`config.mk`:
```
export PLATFORM = sky130hd
export DESIGN_NAME = fpu_denorm_prenorm
export DESIGN_NICKNAME = d
export VERILOG_FILES = /design/src/rtl/fpu_denorm_prenorm_pkg.sv /design/src/rtl/fpu_lzc54.sv /design/src/rtl/fpu_denorm_prenorm.sv
export SDC_FILE = /design/constraint.sdc
export NUM_CORES = 1
export LEC_CHECK = 0
export CAP_MARGIN = 20
export CORE_ASPECT_RATIO = 0.75
export CORE_MARGIN = 2
export CORE_UTILIZATION = 40
export DETAILED_ROUTE_END_ITERATION = 12
export PLACE_DENSITY = 0.67
export SLEW_MARGIN = 20
export SYNTH_ARGS = -nofsm -noshare
export SYNTH_HDL_FRONTEND = slang
export SYNTH_SLANG_ARGS = --single-unit
```
`constraint.sdc`:
```
create_clock -name rclk -period 6 [get_ports rclk]
set_input_delay 0.6 -clock rclk [delete_from_list [all_inputs] [get_ports rclk]]
set_output_delay 0.6 -clock rclk [all_outputs]
set_load 0.05 [all_outputs]
```
`src/rtl/fpu_denorm_prenorm_pkg.sv`:
```
// Shared widths for the denormal pre-normaliser and its leading-zero counter.
package fpu_denorm_prenorm_pkg;
  localparam int FRAC_W = 54;
  localparam int EXP_W  = 12;
  localparam int LZ_W   = $clog2(FRAC_W + 1);
endpackage

```
`src/rtl/fpu_lzc54.sv`:
```
// Combinational 54-bit leading-zero count: 3-bit cells merged 3-to-1, then a final 2-to-1 merge.
// Latency 0; no handshake. An all-zero input reports lz=54, nz=0.
module fpu_lzc54
  import fpu_denorm_prenorm_pkg::*;
(
  input  logic [FRAC_W-1:0] frac,
  output logic [LZ_W-1:0]   lz,
  output logic              nz
);

  logic [17:0] nz0;
  logic [1:0]  c0 [18];
  logic [5:0]  nz1;
  logic [3:0]  c1 [6];
  logic [1:0]  nz2;
  logic [4:0]  c2 [2];

  // Index 0 at every level is the most significant group.
  for (genvar g = 0; g < 18; g++) begin : g_cell
    localparam int HI = FRAC_W - 1 - 3 * g;
    assign nz0[g] = |frac[HI -: 3];
    assign c0[g]  = frac[HI]     ? 2'd0 :
                    frac[HI - 1] ? 2'd1 :
                    frac[HI - 2] ? 2'd2 : 2'd3;
  end

  for (genvar k = 0; k < 6; k++) begin : g_l1
    assign nz1[k] = |nz0[3 * k +: 3];
    assign c1[k]  = nz0[3 * k]     ? {2'b00, c0[3 * k]} :
                    nz0[3 * k + 1] ? 4'd3 + {2'b00, c0[3 * k + 1]} :
                                     4'd6 + {2'b00, c0[3 * k + 2]};
  end

  for (genvar m = 0; m < 2; m++) begin : g_l2
    assign nz2[m] = |nz1[3 * m +: 3];
    assign c2[m]  = nz1[3 * m]     ? {1'b0, c1[3 * m]} :
                    nz1[3 * m + 1] ? 5'd9 + {1'b0, c1[3 * m + 1]} :
                                     5'd18 + {1'b0, c1[3 * m + 2]};
  end

  assign nz = |nz2;
  assign lz = nz2[0] ? {1'b0, c2[0]} : 6'd27 + {1'b0, c2[1]};

endmodule

```
`src/rtl/fpu_denorm_prenorm.sv`:
```
// Two-stage pre-normaliser: left-justifies a denormal fraction and debiases its exponent.
// Latency 2 cycles, 1/cycle throughput; full backpressure, in_rdy is combinational from out_rdy.
module fpu_denorm_prenorm
  import fpu_denorm_prenorm_pkg::*;
(
  input  logic              rclk,
  input  logic              arst_l,
  input  logic              in_vld,
  output logic              in_rdy,
  input  logic [FRAC_W-1:0] in_frac,
  input  logic [EXP_W-1:0]  in_exp,
  output logic              out_vld,
  input  logic              out_rdy,
  output logic [FRAC_W-1:0] out_frac,
  output logic [EXP_W:0]    out_exp,
  output logic [LZ_W-1:0]   out_lz,
  output logic              out_zero
);

  logic              s1_vld, s1_zero;
  logic [FRAC_W-1:0] s1_frac;
  logic [EXP_W-1:0]  s1_exp;
  logic [LZ_W-1:0]   s1_lz;
  logic              s2_vld, s2_zero;
  logic [FRAC_W-1:0] s2_frac;
  logic [EXP_W:0]    s2_exp;
  logic [LZ_W-1:0]   s2_lz;
  logic [LZ_W-1:0]   lzc_lz;
  logic              lzc_nz;
  logic              adv1, adv2, in_fire;

  fpu_lzc54 u_lzc (
    .frac (in_frac),
    .lz   (lzc_lz),
    .nz   (lzc_nz)
  );

  assign adv2    = !s2_vld | out_rdy;
  assign adv1    = !s1_vld | adv2;
  assign in_rdy  = adv1;
  assign in_fire = in_vld & adv1;

  always_ff @(posedge rclk or negedge arst_l) begin
    if (!arst_l) begin
      s1_vld  <= 1'b0;
      s1_frac <= '0;
      s1_exp  <= '0;
      s1_lz   <= '0;
      s1_zero <= 1'b0;
    end else if (adv1) begin
      s1_vld <= in_vld;
      if (in_vld) begin
        s1_frac <= in_frac;
        s1_exp  <= in_exp;
        s1_lz   <= lzc_lz;
        s1_zero <= !lzc_nz;
      end
    end
  end

  // A zero fraction is forced to frac=0/exp=0 rather than carrying exp-54.
  always_ff @(posedge rclk or negedge arst_l) begin
    if (!arst_l) begin
      s2_vld  <= 1'b0;
      s2_frac <= '0;
      s2_exp  <= '0;
      s2_lz   <= '0;
      s2_zero <= 1'b0;
    end else if (adv2) begin
      s2_vld <= s1_vld;
      if (s1_vld) begin
        s2_frac <= s1_zero ? '0 : s1_frac << s1_lz;
        s2_exp  <= s1_zero ? '0 :
                   {1'b0, s1_exp} - {{(EXP_W + 1 - LZ_W){1'b0}}, s1_lz};
        s2_lz   <= s1_lz;
        s2_zero <= s1_zero;
      end
    end
  end

  assign out_vld  = s2_vld;
  assign out_frac = s2_frac;
  assign out_exp  = s2_exp;
  assign out_lz   = s2_lz;
  assign out_zero = s2_zero;

  a_normalised: assert property (@(posedge rclk) disable iff (!arst_l)
    (out_vld && !out_zero) |-> out_frac[FRAC_W-1]);

endmodule

```
# After elaboration in Yosys (flattened, before gate mapping)

Cells that the tools add are included.
Widths: inputs -> output; s select.

Word-level logic and storage cells: 127
Input bits: 70
Output and inout port bits: 76
Register bits: 149

Shift-type cells: 1
Reduce and logical (&&, ||, !) cells: 23
Bitwise logic cells: 2
Add/sub/neg operators: 18
Mux-type cells: 73

Operator list:

| cell                | number |
|---|---|
| $mux 2              | 36 |
| $mux 54             | 1 |
| $reduce_or 54->1    | 1 |
| $shl 54x6->54       | 1 |
| $mux 4              | 12 |
| $reduce_or 3->1     | 12 |
| $reduce_or 9->1     | 4 |
| $reduce_or 27->1    | 1 |
| $add 3x2->4 const A | 6 |
| $mux 5              | 4 |
| $add 2x2->3 const A | 6 |
| $mux 1              | 18 |
| $mux 13             | 1 |
| $sub 12x6->13       | 1 |
| $add 4x4->5 const A | 2 |
| $add 5x4->5 const A | 2 |
| $add 5x5->6 const A | 1 |
| $mux 6              | 1 |
| $reduce_and 2->1    | 2 |
| $logic_not 1->1     | 3 |
| $or 1x1->1          | 2 |

# Longest topological paths before layout

Depth after elaboration: 11
Depth in mapped cells: 13

# By module

From an unflattened synthesis, not the netlist that was laid out.

Cell total of the unflattened synthesis: 1018
Area, all modules: 10152.2 um^2

By module, submodules not included:

| module             | cells an instance | area an instance (um^2) | instances |
|---|---|---|---|
| fpu_denorm_prenorm | 838               | 8983.6                  | 1 |
| fpu_lzc54          | 180               | 1168.6                  | 1 |

# Worst setup path before layout

Ideal clock, no wire load.

Kind: register -> register
From: reg s1_lz[2]
To: reg s2_exp[10], in the netlist out_exp[10]
Clock period less this slack: 2.952 ns
Path buffers: 3
Setup slack: 3.048 ns
Required time: 5.917 ns
Stages on the path, launching flop included: 14
Arrival time: 2.869 ns
Library setup time: 0.083 ns
Path through: dfrtp_1 > clkbuf_1 > inv_2 > buf_1 > buf_1 > ha_1 > a21o_1 > a21oi_1 > o21ai_0 > a21oi_1 > nor3b_1 > nand2_1 > xor2_1 > o21ai_0

Word-level cells in the longest chain between the ends: 2

RTL lines:

| item                   | RTL line                 | text |
|---|---|---|
| from (decl)            | fpu_denorm_prenorm.sv:23 | `logic [LZ_W-1:0] s1_lz;` |
| from (signal assigned) | fpu_denorm_prenorm.sv:55 | `s1_lz <= lzc_lz;` |
| $sub 12x6->13          | fpu_denorm_prenorm.sv:74 | `{1'b0, s1_exp} - {{(EXP_W + 1 - LZ_W){1'b0}}, s1_lz};` |
| $mux 13                | fpu_denorm_prenorm.sv:73 | `s2_exp <= s1_zero ? '0 :` |
| to (signal assigned)   | fpu_denorm_prenorm.sv:73 |  |
| to (decl)              | fpu_denorm_prenorm.sv:26 | `logic [EXP_W:0] s2_exp;` |

No other way between the ends.
A chain may end at the register's enable or synchronous reset.

# Worst setup path in the final report

From: in in_frac[12]
To: reg s1_lz[4]

Word-level cells in the longest chain between the ends: 11

RTL lines:

| item            | RTL line                 | text |
|---|---|---|
| from (decl)     | fpu_denorm_prenorm.sv:10 | `input logic [FRAC_W-1:0] in_frac,` |
| $mux 1          | fpu_lzc54.sv:24          | `frac[HI - 2] ? 2'd2 : 2'd3;` |
| $mux 2          | fpu_lzc54.sv:23          | `frac[HI - 1] ? 2'd1 :` |
| $mux 2          | fpu_lzc54.sv:22          | `assign c0[g] = frac[HI] ? 2'd0 :` |
| $add 2x2->3     | fpu_lzc54.sv:30          | `nz0[3 * k + 1] ? 4'd3 + {2'b00, c0[3 * k + 1]} :` |
| $mux 4          | fpu_lzc54.sv:30          |  |
| $mux 4          | fpu_lzc54.sv:29          | `assign c1[k] = nz0[3 * k] ? {2'b00, c0[3 * k]} :` |
| $add 4x4->5     | fpu_lzc54.sv:37          | `nz1[3 * m + 1] ? 5'd9 + {1'b0, c1[3 * m + 1]} :` |
| $mux 5 (*)      | fpu_lzc54.sv:37          |  |
| $mux 5 (*)      | fpu_lzc54.sv:36          | `assign c2[m] = nz1[3 * m] ? {1'b0, c1[3 * m]} :` |
| $add 5x5->6 (*) | fpu_lzc54.sv:42          | `assign lz = nz2[0] ? {1'b0, c2[0]} : 6'd27 + {1'b0, c2[1]};` |
| $mux 6 (*)      | fpu_lzc54.sv:42          |  |

Every way passes the cells marked *; elsewhere a longest branch is shown, timed or not.

==> impl_metrics.json <==
{
  "outcome": "finished clean",
  "io_buffers": 145,
  "fin_ws_ns": 2.77,
  "fmax_mhz": 310,
  "r2r-end": "out_exp[10]",
  "start_util_pct": 40.4,
  "drc_errors": 0,
  "number_of_setup_violations_in_the_final_report": 0,
  "syn-instance-count": 992,
  "synth.cell_area_um2": 9580,
  "synth_warnings": 0,
  "route.detailed.wl_per_inst_um": 18.9,
  "arrival_ns": 3.59,
  "min_period_over_period_pct": 53.8,
  "die_area_um2": 25200,
  "die-width_um": 183,
  "io_pins": 146,
  "vert_die_dim_um": 138,
  "finalSetupTns_ns": 0,
  "vdd.ir_drop.worst_uv": 217,
  "clk_latency_ns": 0.43,
  "layout_cell_share_with_drive_strength_beyond_1_pct": 15.6,
  "globalRouteOverflowTotal": 0,
  "antenna_found_initial": 0,
  "critPathRequiredTime_ns": 6.36,
  "synth.lib_cells_used.distinct": 63,
  "worst_slew_pin_slew_ns": 0.899,
  "cellPowerDensity_nw_per_um2": 361,
  "synth.ff_latch_count": 149,
  "synthesis.nets": 1080,
  "final_antenna_net_count": 0,
  "start_kind": "primary input",
  "dp_worst_setup_slack_ns": 2.38,
  "r2r_start": "s1_lz[0]",
  "stdcell_area_um2": 11900,
  "ys.flop_type": "sky130_fd_sc_hd__dfrtp_1",
  "critical_path.max_fanout": 6,
  "diodes_inserted": 0,
  "multi_input_comb_area_um2": 5520,
  "min-delay-path-class": "primary input to asynchronous set/reset pin",
  "globalplace.congestion": 0.909,
  "numClockSinks": 149,
  "hold_violations": 0,
  "placedInstanceArea_um2": 11300,
  "maxCapViolations": 0,
  "placementRows": 49,
  "path_class": "primary input to register",
  "finalClockSkew_ns": 0.0107,
  "hold-worst-slack_ns": 0.0682,
  "final-seq-area_um2": 3730,
  "postcts_setup_bufs": 0,
  "cts-root-to-sink-buffers": 2,
  "async_reset_ff_share_pct": 100,
  "ff2ff_setup_slack_ns": 2.83,
  "critical_path.endpoint_type": "register",
  "synth_edf_count": 0,
  "syn_avg_cell_area_um2": 9.66,
  "power.static_leakage_nw": 5.06,
  "core_um2": 23700,
  "htree_levels": 4,
  "postCtsHoldBufs": 0,
  "via_count": 8194,
  "grt_pass1_vias": 7614,
  "maxSlewHeadroom_pct": 39.9,
  "grt_use_total_pct": 21.8,
  "tmin_final_ns": 3.23,
  "clk_pin_slew_worst_paths_ns": 0.07,
  "postRouteWirelength_mm": 26.9,
  "cts_tree": "built",
  "areaGrowthSynthToFinish_pct": 24.0,
  "post_drt_via_cell_ratio": 5.75,
  "grt_pass1_wl_mm": 43.2,
  "yosysSeqAreaShare_pct": 38.9,
  "grt_max_degree": 84,
  "finish.net_count": 1194,
  "tritoncts.num_buffers": 17,
  "setup_repair_after_global_routing_missed_its_margin": "false",
  "maxSlewViolCount": 0,
  "final.fill_count": 2187,
  "r2r_cells": 11,
  "share_of_the_core_filled_with_cells_pct": 50.1,
  "crit_path_start": "in_frac[12]",
  "hpwl_mm": 20.4,
  "ctsResizeCount": 0,
  "root_buffer": "sky130_fd_sc_hd__clkbuf_16",
  "drt-pass1-iter-count": 5,
  "number_of_drc_violations_after_detailed_routing_iteration_0": 911
}
==> report_power, final <==
group	internal, mW	switching (mW)
Combinational	0.693	1.07
Clock	0.662	0.450
Sequential	1.21	0.200
==> per-layer routing <==
metal | part of all wire [%] | track usage [%] | wire length (um) | vias to the layer above
met1 | 51 | 35.5 | 13700 | 4011
met3 | 7.1 | 4.32 | 1920 | 22
met4 | 0.94 | 4.80 | 252 | 0
li1 | - | - | - | 3837
met2 | 41 | 29.4 | 11000 | 324
met5 | 0 | 0 | 0 | -
==> area by class of cell <==
cell class / count / share of cell area [%]
multi-input cells: 756 / 46.5
clock buffers: 19 / 3.64
flip-flops and latches: 149 / 31.4
repair buffers: 157 / 13.0
inverters: 25 / 0.790
clock inverters: 13 / 1.46
well taps: 306 / 3.22
==> flip-flops by register name, summed over array words and instances, names as in the netlist <==
name	count
s1_exp	12
out_zero	1
out_vld	1
s1_zero	1
s1_frac	54
s1_lz	6
s1_vld	1
out_lz	6
out_exp	13
out_frac	54
==> critical path: stages <==
cell and delay, ns:
sky130_fd_sc_hd__clkdlybuf4s50_1 0.50, sky130_fd_sc_hd__or3_1 0.52, sky130_fd_sc_hd__nor3_4 0.25, sky130_fd_sc_hd__a21oi_1 0.07, sky130_fd_sc_hd__nor2_1 0.10, sky130_fd_sc_hd__nor3_1 0.06, sky130_fd_sc_hd__ha_1 0.30, sky130_fd_sc_hd__o21ai_0 0.16
sky130_fd_sc_hd__o21a_1 0.20, sky130_fd_sc_hd__ha_1 0.21, sky130_fd_sc_hd__nor2_1 0.07, sky130_fd_sc_hd__or4b_1 0.46, sky130_fd_sc_hd__nand3_1 0.09
==> cells in the mapped netlist (2+ instances only) <==
| library cell | number | area share [%] |
|---|---|---|
| sky130_fd_sc_hd__nand2_1 | 187 | 7.3 |
| sky130_fd_sc_hd__dfrtp_1 | 149 | 39 |
| sky130_fd_sc_hd__o21ai_0 | 89 | 4.6 |
| sky130_fd_sc_hd__nor2_1 | 72 | 2.8 |
| sky130_fd_sc_hd__mux2_2 | 62 | 7.3 |
| sky130_fd_sc_hd__mux4_2 | 49 | 12 |
| sky130_fd_sc_hd__a21oi_1 | 46 | 2.4 |
| sky130_fd_sc_hd__clkbuf_1 | 43 | 1.7 |
| sky130_fd_sc_hd__mux2i_1 | 39 | 4.1 |
| sky130_fd_sc_hd__a22o_1 | 25 | 2.3 |
| sky130_fd_sc_hd__nor3_1 | 25 | 1.3 |
| sky130_fd_sc_hd__inv_1 | 23 | 0.90 |
| sky130_fd_sc_hd__ha_1 | 17 | 2.2 |
| sky130_fd_sc_hd__a22oi_1 | 12 | 0.94 |
| sky130_fd_sc_hd__buf_1 | 12 | 0.47 |
| sky130_fd_sc_hd__a21o_1 | 8 | 0.63 |
| sky130_fd_sc_hd__o31ai_1 | 8 | 0.63 |
| sky130_fd_sc_hd__or2_2 | 8 | 0.52 |
| sky130_fd_sc_hd__nand2b_1 | 7 | 0.46 |
| sky130_fd_sc_hd__nand3_1 | 7 | 0.37 |
| sky130_fd_sc_hd__or3_1 | 7 | 0.46 |
| sky130_fd_sc_hd__xnor2_1 | 7 | 0.64 |
| sky130_fd_sc_hd__a221o_1 | 6 | 0.63 |
| sky130_fd_sc_hd__buf_2 | 6 | 0.31 |
| sky130_fd_sc_hd__nor2b_1 | 6 | 0.39 |
| sky130_fd_sc_hd__a211oi_1 | 5 | 0.39 |
| sky130_fd_sc_hd__nor4_1 | 5 | 0.33 |
| sky130_fd_sc_hd__o2bb2ai_1 | 5 | 0.46 |
| sky130_fd_sc_hd__a31oi_1 | 4 | 0.26 |
| sky130_fd_sc_hd__and2_1 | 4 | 0.26 |
| sky130_fd_sc_hd__and3_1 | 4 | 0.26 |
| sky130_fd_sc_hd__xor2_1 | 4 | 0.37 |
| sky130_fd_sc_hd__a21boi_0 | 3 | 0.24 |
| sky130_fd_sc_hd__o211ai_1 | 3 | 0.24 |
| sky130_fd_sc_hd__o22ai_1 | 3 | 0.20 |
| sky130_fd_sc_hd__a311o_1 | 2 | 0.21 |
| sky130_fd_sc_hd__o21a_1 | 2 | 0.16 |
| sky130_fd_sc_hd__o21bai_1 | 2 | 0.16 |
| sky130_fd_sc_hd__o221ai_1 | 2 | 0.18 |
==> logic make-up after synthesis <==
kind of cell / share of synthesized area (%)
xor gates and xnor gates: 1.01
adders and majority gates: 2.43
DFF: 38.9
muxes: 22.9
buffers and inverters: 3.53
AOI/OAI and AO/OA: 15.6
and+or+nand+nor: 15.6
==> worst max-delay path by stage <==
stage / end / slack [ns] / depth (start not counted)
after global routing: out_exp[10] / 2.44 / 11
after detailed placement: s1_lz[4] / 2.38 / 13
after global placement: s1_lz[4] / 2.46 / 13
after floorplan: out_exp[10] / 3.05 / 13
final: s1_lz[4] / 2.77 / 13
after CTS: s1_lz[4] / 2.80 / 13
==> metrics by stage <==
stage / instances / total power [mW]
after floorplan: 992 / 2.56
after global placement: 1393 / 3.16
after detailed placement: 1393 / 3.18
after CTS: 1425 / 4.30
after global routing: 1425 / 4.50
final: 1425 / 4.29
==> cell usage in the layout (no fill, tap or decap), types with 5 or more instances in the layout <==
cell | netlist | final
sky130_fd_sc_hd__nand2_1 | 187 | 185
sky130_fd_sc_hd__dfrtp_1 | 149 | 147
sky130_fd_sc_hd__clkdlybuf4s50_1 | 0 | 144
sky130_fd_sc_hd__o21ai_0 | 89 | 89
sky130_fd_sc_hd__nor2_1 | 72 | 72
sky130_fd_sc_hd__mux2_2 | 62 | 62
sky130_fd_sc_hd__mux4_2 | 49 | 49
sky130_fd_sc_hd__a21oi_1 | 46 | 46
sky130_fd_sc_hd__mux2i_1 | 39 | 39
sky130_fd_sc_hd__a22o_1 | 25 | 25
sky130_fd_sc_hd__nor3_1 | 25 | 25
sky130_fd_sc_hd__inv_1 | 23 | 23
sky130_fd_sc_hd__ha_1 | 17 | 17
sky130_fd_sc_hd__clkbuf_16 | 0 | 17
sky130_fd_sc_hd__a22oi_1 | 12 | 12
sky130_fd_sc_hd__buf_4 | 1 | 12
sky130_fd_sc_hd__o31ai_1 | 8 | 8
sky130_fd_sc_hd__a21o_1 | 8 | 8
sky130_fd_sc_hd__or2_2 | 8 | 8
sky130_fd_sc_hd__or3_1 | 7 | 7
sky130_fd_sc_hd__xnor2_1 | 7 | 7
sky130_fd_sc_hd__nand2b_1 | 7 | 7
sky130_fd_sc_hd__nand3_1 | 7 | 7
sky130_fd_sc_hd__nor2b_1 | 6 | 6
sky130_fd_sc_hd__a221o_1 | 6 | 6
sky130_fd_sc_hd__o2bb2ai_1 | 5 | 5
sky130_fd_sc_hd__nor4_1 | 5 | 5
sky130_fd_sc_hd__a211oi_1 | 5 | 5
(Power assumes the default switching activity.)
